`src/rtl/rv_fetch_queue.sv`:
```
// rv_fetch_queue: instruction prefetch queue between a single-outstanding
// word fetch bus and the decode stage. Words are pushed into a small FIFO as
// they are acknowledged. The output side walks the FIFO halfword by halfword
// so that compressed (16-bit) instructions and word-straddling 32-bit
// instructions are delivered with their exact PC.
module rv_fetch_queue #(
  parameter logic [31:0] RESET_ADDR = 32'h0000_0000,
  parameter int          DEPTH      = 4,
  parameter int          EXT_C      = 1
) (
  input  logic                   i_clk,
  input  logic                   i_reset_n,
  input  logic                   i_pc_select,
  input  logic [31:0]            i_pc_target,
  output logic [31:0]            o_addr,
  output logic                   o_cyc,
  input  logic                   i_ack,
  input  logic [31:0]            i_data,
  output logic                   o_valid,
  output logic [31:0]            o_pc,
  output logic [31:0]            o_instr,
  input  logic                   i_ready,
  output logic [$clog2(DEPTH):0] o_level
);

  localparam int            AW       = $clog2(DEPTH);
  localparam int            LW       = AW + 1;
  localparam logic [LW-1:0] LVL_FULL = LW'(DEPTH);
  localparam logic [LW-1:0] LVL_ONE  = LW'(1);
  localparam logic [LW-1:0] LVL_TWO  = LW'(2);
  localparam bit            HAS_C    = (EXT_C != 0);

  // A halfword starts a 32-bit instruction when its low bits are 2'b11;
  // without compressed support every instruction is 32 bits.
  function automatic logic is_wide(input logic [15:0] half);
    return !HAS_C || (half[1:0] == 2'b11);
  endfunction

  // Redirect targets drop bit 0 always, and bit 1 too in 32-bit-only mode.
  function automatic logic [31:0] pc_align(input logic [31:0] t);
    return HAS_C ? {t[31:1], 1'b0} : {t[31:2], 2'b00};
  endfunction

  function automatic logic [31:0] word_align(input logic [31:0] a);
    return {a[31:2], 2'b00};
  endfunction

  // Queue storage and pointers
  logic [31:0]   mem [DEPTH];
  logic [AW-1:0] rd_ptr;
  logic [AW-1:0] wr_ptr;
  logic [AW-1:0] rd_ptr_nx;
  logic [LW-1:0] level;

  // Fetch side: bus address, address to resume at after a stale ack,
  // run gate (keeps o_cyc low until the first edge after reset),
  // request-held flag and stale-ack discard flag.
  logic [31:0]   fetch_addr;
  logic [31:0]   redir_addr;
  logic          run;
  logic          busy;
  logic          discard;
  logic          ack_take;
  logic          push;

  // Output side: PC of the next instruction and its decode
  logic [31:0]   op;
  logic [31:0]   head_w;
  logic [15:0]   next_lo;
  logic [15:0]   half;
  logic          hi_sel;
  logic          wide;
  logic          span;
  logic          have;
  logic          consume;
  logic          pop;
  logic [31:0]   op_step;

  assign o_addr  = fetch_addr;
  assign o_pc    = op;
  assign o_level = level;

  // Bus request: once issued the request is held (busy) until acknowledged;
  // a new one is only raised while the queue has room for its word.
  always_comb begin
    o_cyc    = run && (busy || (level < LVL_FULL));
    ack_take = o_cyc && i_ack;
    push     = ack_take && !discard && !i_pc_select;
  end

  // Instruction extraction from the head word (and the following word when
  // a 32-bit instruction starts in the upper halfword of the head).
  always_comb begin
    rd_ptr_nx = rd_ptr + AW'(1);
    head_w    = mem[rd_ptr];
    next_lo   = mem[rd_ptr_nx][15:0];
    hi_sel    = HAS_C && op[1];
    half      = hi_sel ? head_w[31:16] : head_w[15:0];
    wide      = is_wide(half);
    span      = wide && hi_sel;
    have      = span ? (level >= LVL_TWO) : (level >= LVL_ONE);
    o_valid   = have && !i_pc_select;
    o_instr   = '0;
    if (o_valid) begin
      if (!wide) begin
        o_instr = {16'h0000, half};
      end else if (span) begin
        o_instr = {next_lo, head_w[31:16]};
      end else begin
        o_instr = head_w;
      end
    end
    consume   = o_valid && i_ready;
    // The head word is retired once consumption reaches its upper boundary.
    pop       = consume && (hi_sel || wide);
    op_step   = wide ? 32'd4 : 32'd2;
  end

  // Fetch control: bus address advance, redirect handling and stale-ack discard.
  always_ff @(posedge i_clk or negedge i_reset_n) begin
    if (!i_reset_n) begin
      run        <= 1'b0;
      busy       <= 1'b0;
      discard    <= 1'b0;
      fetch_addr <= word_align(RESET_ADDR);
    end else begin
      run  <= 1'b1;
      busy <= o_cyc && !i_ack;
      if (ack_take) begin
        discard <= 1'b0;
      end else if (i_pc_select && o_cyc) begin
        discard <= 1'b1;
      end
      if (ack_take) begin
        if (i_pc_select) begin
          fetch_addr <= word_align(i_pc_target);
        end else if (discard) begin
          fetch_addr <= redir_addr;
        end else begin
          fetch_addr <= fetch_addr + 32'd4;
        end
      end else if (i_pc_select && !o_cyc) begin
        fetch_addr <= word_align(i_pc_target);
      end
    end
  end

  // Queue bookkeeping and output PC; a redirect flushes and overrides both.
  always_ff @(posedge i_clk or negedge i_reset_n) begin
    if (!i_reset_n) begin
      level  <= '0;
      rd_ptr <= '0;
      wr_ptr <= '0;
      op     <= RESET_ADDR;
    end else if (i_pc_select) begin
      level  <= '0;
      rd_ptr <= '0;
      wr_ptr <= '0;
      op     <= pc_align(i_pc_target);
    end else begin
      if (push) begin
        wr_ptr <= wr_ptr + AW'(1);
      end
      if (pop) begin
        rd_ptr <= rd_ptr_nx;
      end
      case ({push, pop})
        2'b10:   level <= level + LVL_ONE;
        2'b01:   level <= level - LVL_ONE;
        default: level <= level;
      endcase
      if (consume) begin
        op <= op + op_step;
      end
    end
  end

  // Data storage: queue words and the pending redirect address (no reset needed).
  always_ff @(posedge i_clk) begin
    if (push) begin
      mem[wr_ptr] <= i_data;
    end
    if (i_pc_select) begin
      redir_addr <= word_align(i_pc_target);
    end
  end

endmodule

```
`config.mk`:
```
export PLATFORM = sky130hd
export DESIGN_NAME = rv_fetch_queue
export DESIGN_NICKNAME = d
export VERILOG_FILES = /design/src/rtl/rv_fetch_queue.sv
export SDC_FILE = /design/constraint.sdc
export NUM_CORES = 1
export LEC_CHECK = 0
export CORE_MARGIN = 3
export CORE_UTILIZATION = 31
export CTS_CLUSTER_DIAMETER = 200
export DETAILED_ROUTE_END_ITERATION = 16
export GPL_TIMING_DRIVEN = 1
export SLEW_MARGIN = 20
export SYNTH_ARGS = -nofsm -noshare
export SYNTH_HDL_FRONTEND = slang
export SYNTH_SLANG_ARGS = --single-unit
```
`constraint.sdc`:
```
create_clock -name i_clk -period 2.69 [get_ports i_clk]
set_input_delay 0.6725 -clock i_clk [delete_from_list [all_inputs] [get_ports i_clk]]
set_output_delay 0.6725 -clock i_clk [all_outputs]
set_load 0.02 [all_outputs]
```
==> run summary, run 1 <==
CP Capture Type: output pin
Via count: 8774
Top Family by Delay on Critical Path: buffers and inverters
Crit Path Max Fanout: 11
Rel. slew slack: 0.540
Reg-to-Reg Start: rd_ptr[1]
TritonRoute pass-1 iters: 5
Layout cells sized above 1: 0.259
Ys async rst share: 0.310
Fmax: 0.322 GHz
First-pass GRT wire length: 53100 um
Commonest cells after routing, fill and taps aside: edfxtp_1, clkdlybuf4s50_1, nand2_1
Slowest-stage cell, CP: dfrtp_2
Max incr delay on CP: 470 ps
Core outline area: 35000 um2
Dpl cell area: 14000 um2
GR met2 Demand/Resource: 0.285
Die Area: 38300 um2
Post-DRT Antenna Nets: 0
Worst Hold Class: in -> async
Initial core utilization: 0.319
#FFs+latches synth: 229
Clock buffer depth: 3
WL/cell: 21.5 um
CTS tree: done
# clock sinks: 229
Layout Skew: 14.4 ps
Reg2reg path depth: 9
Worst Tran Pin Value: 691 ps
Violated checks: setup timing
Total GRT Usage: 0.177
Primary FF master, synth: edfxtp_1
Cell Rows: 68
TritonCTS buffer count: 25
Leak: 5.51 nW
Ant. Diodes: 0
Antenna violations before repair: 2
Largest net degree at the start of global routing: 56
Design area: 15400 um2
Sequential share of the synthesized area: 0.584
Die Ht: 196 um
Syn Inst Count: 900
Max-cap violations: 0
RR Endpoint: o_pc[31]
Clock root cell: clkbuf_16
Worst setup margin: -417 ps
Worst skew pair latency: 530 ps
Synth warn: 0
Iter 0 DRT Violations: 690
GP Congestion: 0.843
Number of synthesized flops with an enable pin: 158
Setup-failing EPs final: 44
Mapped Area: 11200 um2
Commonest non-fill, non-tap cell in the layout: edfxtp_1
VDD IR max: 0.471 mV
GR Util met1: 0.255
Post-CTS Hold Fix Bufs: 0
Pwr dens: 696 nW/um2
Crit share post-route: 1.16
Top cell by count, worst path: buf_6
H-tree depth: 1
Yosys cell types: 61
Crit path kind: reg -> out
WP data arrival: 2430 ps
Area added between synthesis and finish: 37.8%
Startpoint types: register
WP buf/inv: 4
# fillers: 3157
Drt total wl: 34700 um
Pins Over Slew Limit: 0
RSZ-0062 raised after global routing: true
CP required: 2020 ps
Met3 Usage GRT: 0.0299
Global route total overflow: 0
Clock-pin transition on the worst setup and hold timing paths: 60 ps
GRT Max-Usage Layer: met2
Status: complete, but fails checks
Die Wd: 196 um
Cells along the critical path: buf_6 -> mux4_2 -> inv_2 -> a2bb2oi_2 -> or3_4 -> buf_12 -> a21oi_4 -> buf_6
Net count reported at finish: 1221
Hold Violations, Final: 0
Worst hold slack: 135 ps
Io pins: 170
DRC viols: 0
I/O Buffers: 165
Tmin final: 3110 ps
Mean Syn Cell Area: 12.4 um2
Reg2Reg Setup Slack: -80 ps
Vias/cell: 5.43
Hpwl dp: 24000 um
Vias in the first global route: 8519
==> cell families after synthesis <==
logic type	after synthesis	synth area share
compound gates	191	0.110
xor+xnor	30	0.0235
fa+ha+maj	10	0.0110
buf+inv	80	0.0302
flops	229	0.584
mux	62	0.108
other cells	2	0.000673
simple gates	296	0.132
==> per-layer routing <==
metal / vias up / part of all wire
li1: 3957 / -
met1: 4386 / 0.43
met2: 379 / 0.47
met3: 48 / 0.082
met4: 4 / 0.019
met5: - / 0.00078
==> state kept, by name, indices dropped and copies added (netlist names) <==
register,flops
busy,1
discard,1
mem,128
o_addr,30
o_level,3
o_pc,31
rd_ptr,2
redir_addr,30
run,1
wr_ptr,2
==> power breakdown <==
part,internal [W],switching (W)
sequential,0.00400,0.000253
combinational,0.00140,0.00169
clock,0.00198,0.00138
==> Yosys cell counts, drive strengths merged, types with 6 or more instances <==
cell type	n	area share
ha	9	0.010
o22ai	17	0.0095
or4	14	0.0094
o31ai	14	0.0094
nand2	102	0.034
o21ai	31	0.014
a31oi	21	0.012
inv	18	0.0061
nand3	32	0.014
or2	6	0.0034
mux4	46	0.093
o211ai	9	0.0073
a21oi	65	0.030
and4	10	0.0078
mux2i	11	0.0099
xnor2	15	0.012
nor3	10	0.0045
or3	10	0.0056
xor2	15	0.012
nor2	54	0.019
dfrtp	71	0.16
buf	16	0.0086
clkbuf	45	0.015
edfxtp	158	0.43
nand4	13	0.0073
and3	26	0.015
==> final cells by class <==
type,count,area (um2),area share
multi-input cells,595,4630,0.301
flip-flops and latches,229,6530,0.424
clock inverters,10,101,0.00659
clock buffers,35,693,0.0451
inverters,19,71.3,0.00464
repair buffers,273,2790,0.181
well taps,455,569,0.0370
==> repair_timing <==
item | CTS | global route
cloned | 4 | 1
resized for setup | 232 | 21
setup buffers | 7 | 11
setup endpoints to repair | 48 | 48
pin swaps | 1 | 3
==> metrics by stage <==
stage / cells / util / total power, W / setup TNS (ps) / setup slack (ps)
2_1_floorplan: 902 / - / 0.00570 / 0 / 1.26
3_3_place_gp: 1548 / 0.401 / 0.00695 / -12770 / -454
3_5_place_dp: 1548 / 0.401 / 0.00698 / -13940 / -455
4_1_cts: 1604 / 0.434 / 0.0106 / -12740 / -457
5_1_grt: 1616 / 0.440 / 0.0112 / -16110 / -493
6_report: 1616 / 0.440 / 0.0107 / -12350 / -417
==> worst max-delay path by stage <==
stage	startpoint	to	slack [ps]	cells past startpoint
final	rd_ptr[1]	o_instr[27]	-420	8
after global routing	rd_ptr[1]	o_instr[21]	-490	8
after CTS	rd_ptr[1]	o_instr[22]	-460	8
after detailed placement	rd_ptr[1]	o_instr[1]	-460	8
after global placement	rd_ptr[1]	o_instr[1]	-450	8
after floorplan	o_pc[1]	o_instr[23]	1	8
Note: power is estimated with default switching activity, not from simulation.
==> inputs of run 2 (changes only) <==
CTS_CLUSTER_DIAMETER = 100   (was 200)
==> results of run 2 <==
Final layout, timing and power as in run 1 (identical DEF).
==> inputs of run 3 (changes only) <==
CORE_UTILIZATION = 30   (was 31)
==> run 3 against run 2 <==
The run still ends with setup timing left. Critical path depth up 1. First-iteration DRC count is 1.9% lower. Routed wire length decreased by 2.4%. Final area up 0.14%. Hold slack got worse by 43 ps. Sequential share of layout area shrank 0.059 points. Core utilization is 1.9 points lower. Non-clock buffer count decreased by 23. Total power rose by 1.1%. Combinational power about the same. Via count is 1.2% lower. Fmax decreased by 2.2%. Critical endpoint is now o_instr[29]. Largest cell class unchanged.
==> run summary, run 3 (same netlist as run 1, synthesis figures left out) <==
Fin Setup TNS: -13860 ps (was -12350 ps)
RSZ-0062 raised after global routing: true (unchanged)
Drt total wl: 33900 um (was 34700 um)
H-tree depth: 1 (unchanged)
Die Area: 39500 um2 (was 38300 um2)
CTS tree: done (unchanged)
Cell Rows: 70 (was 68)
Total GRT Usage: 0.166 (was 0.177)
WL/cell: 21.0 um (was 21.5 um)
Setup-failing EPs final: 33 (was 44)
Crit share post-route: 1.18 (was 1.16)
Reg-to-Reg Start: rd_ptr[0] (was rd_ptr[1])
CP required: 2020 ps (about the same)
VDD IR max: 0.472 mV (was 0.471 mV)
Cells along the critical path: buf_12 -> buf_4 -> nor2b_2 -> a22oi_2 -> a2bb2oi_2 -> or3_4 -> buf_12 -> a21oi_4 -> buf_6 (was buf_6 -> mux4_2 -> inv_2 -> a2bb2oi_2 -> or3_4 -> buf_12 -> a21oi_4 -> buf_6)
I/O Buffers: 165 (unchanged)
Layout cells sized above 1: 0.245 (was 0.259)
Io pins: 170 (unchanged)
GP Congestion: 0.811 (was 0.843)
TritonCTS buffer count: 27 (was 25)
Clk pwr share: 0.318 (was 0.314)
DRC viols: 0 (unchanged)
Vias in the first global route: 8430 (was 8519)
Fmax: 0.315 GHz (was 0.322 GHz)
Max incr delay on CP: 410 ps (was 470 ps)
Max-cap violations: 0 (unchanged)
Clock-pin transition on the worst setup and hold timing paths: 60 ps (about the same)
Top Family by Delay on Critical Path: buffers and inverters (unchanged)
Via count: 8666 (was 8774)
Antenna violations before repair: 3 (was 2)
Area added between synthesis and finish: 38.0% (was 37.8%)
Global route total overflow: 0 (unchanged)
WP buf/inv: 4 (unchanged)
Comb pwr share: 0.288 (was 0.289)
Internal power: 0.00739 W (was 0.00738 W)
Startpoint types: register (unchanged)
Rel. slew slack: 0.557 (was 0.540)
Die Wd: 199 um (was 196 um)
TritonRoute pass-1 iters: 5 (unchanged)
Most flops, register: mem (unchanged)
Crit. Startpoint: rd_ptr[0] (was rd_ptr[1])
Leak: 5.43 nW (was 5.51 nW)
Violated checks: setup timing (unchanged)
Max reg flops: 128 (unchanged)
Initial core utilization: 0.305 (was 0.319)
Layout Skew: 7.25 ps (was 14.4 ps)
CP Capture Type: output pin (unchanged)
Die Ht: 199 um (was 196 um)
Hpwl dp: 22700 um (was 24000 um)
First-pass GRT wire length: 50500 um (was 53100 um)
Top cell by count, worst path: buf_12 (was buf_6)
Commonest cells after routing, fill and taps aside: edfxtp_1, clkdlybuf4s50_1, nand2_1 (unchanged)
Sw Ratio: 0.317 (was 0.310)
Slowest-stage cell, CP: dfrtp_2 (unchanged)
Worst Tran Pin Value: 665 ps (was 691 ps)
# clock sinks: 229 (unchanged)
Worst hold slack: 93.0 ps (was 135 ps)
Commonest non-fill, non-tap cell in the layout: edfxtp_1 (unchanged)
Psw: 0.00344 W (was 0.00332 W)
WP data arrival: 2510 ps (was 2430 ps)
Pwr dens: 703 nW/um2 (was 696 nW/um2)
Flop pwr share: 0.395 (was 0.397)
Worst setup margin: -488 ps (was -417 ps)
Vias/cell: 5.37 (was 5.43)
# fillers: 3407 (was 3157)
Crit Path Max Fanout: 8 (was 11)
Crit path kind: reg -> out (unchanged)
Worst Hold Class: in -> async (unchanged)
Pins Over Slew Limit: 0 (unchanged)
Iter 0 DRT Violations: 677 (was 690)
Tmin final: 3180 ps (was 3110 ps)
Largest net degree at the start of global routing: 66 (was 56)
Hold Violations, Final: 0 (unchanged)
Clock root cell: clkbuf_16 (unchanged)
Net count reported at finish: 1201 (was 1221)
Clock buffer depth: 3 (unchanged)
Worst skew pair latency: 540 ps (was 530 ps)
Post-DRT Antenna Nets: 0 (unchanged)
Core outline area: 36600 um2 (was 35000 um2)
Status: complete, but fails checks (unchanged)
run 3: path summary, 6_finish.rpt:
kind | endpoint | slack (ps) | depth (start not counted)
max | o_instr[29] | -490 | 9
min | o_pc[12] | 90 | 1
max reg2reg | o_pc[25] | 10 | 11
min reg2reg | o_addr[20] | 490 | 2
max in group asynchronous | o_addr[11] | 1990 | 2
min in group i_clk | o_addr[20] | 490 | 2
run 3: what timing repair did:
item	4_1_cts	5_1_grt
pin swaps	24	6
setup endpoints to repair	49	55
cloned	3	3
hold buffers	0	0
resized for setup	247	34
buffers inserted	10	2
run 3: layout make-up:
| cell class | instances | area [um2] | share of cell area |
|---|---|---|---|
| timing repair buffer | 250 | 2580 | 0.168 |
| clock buffer | 33 | 718 | 0.0466 |
| clock inverter | 16 | 101 | 0.00658 |
| inverter | 19 | 71.3 | 0.00463 |
| multi-input combinational | 596 | 4810 | 0.312 |
| tap | 468 | 586 | 0.0380 |
| sequential | 229 | 6530 | 0.424 |
| antenna | 4 | 10.0 | 0.000650 |
run 3: routing by layer:
layer	global-route usage	up-vias	share of wire
li1	-	3926	-
met1	0.229	4350	0.42
met2	0.271	334	0.47
met3	0.0342	52	0.078
met4	0.0390	4	0.023
met5	0	-	0.00080
run 3: per-stage QoR:
step	utilization	cell area [um2]	std cells	total power (W)	worst slack, ps
after global placement	0.380	13900	1545	0.00690	-409
after detailed placement	0.380	13900	1545	0.00694	-405
after floorplan	-	11200	902	0.00570	1.26
final	0.421	15400	1615	0.0108	-488
after CTS	0.413	15100	1607	0.0107	-489
after global routing	0.420	15400	1611	0.0113	-553
run 3: power groups by stage:
| stage | Sequential [W] | Clock (W) | Combinational, W |
|---|---|---|---|
| after floorplan | 0.00442 | 0 | 0.00128 |
| after global placement | 0.00432 | 0 | 0.00258 |
| after detailed placement | 0.00433 | 0 | 0.00261 |
| after CTS | 0.00426 | 0.00349 | 0.00291 |
| after global routing | 0.00430 | 0.00364 | 0.00335 |
| final | 0.00427 | 0.00344 | 0.00311 |
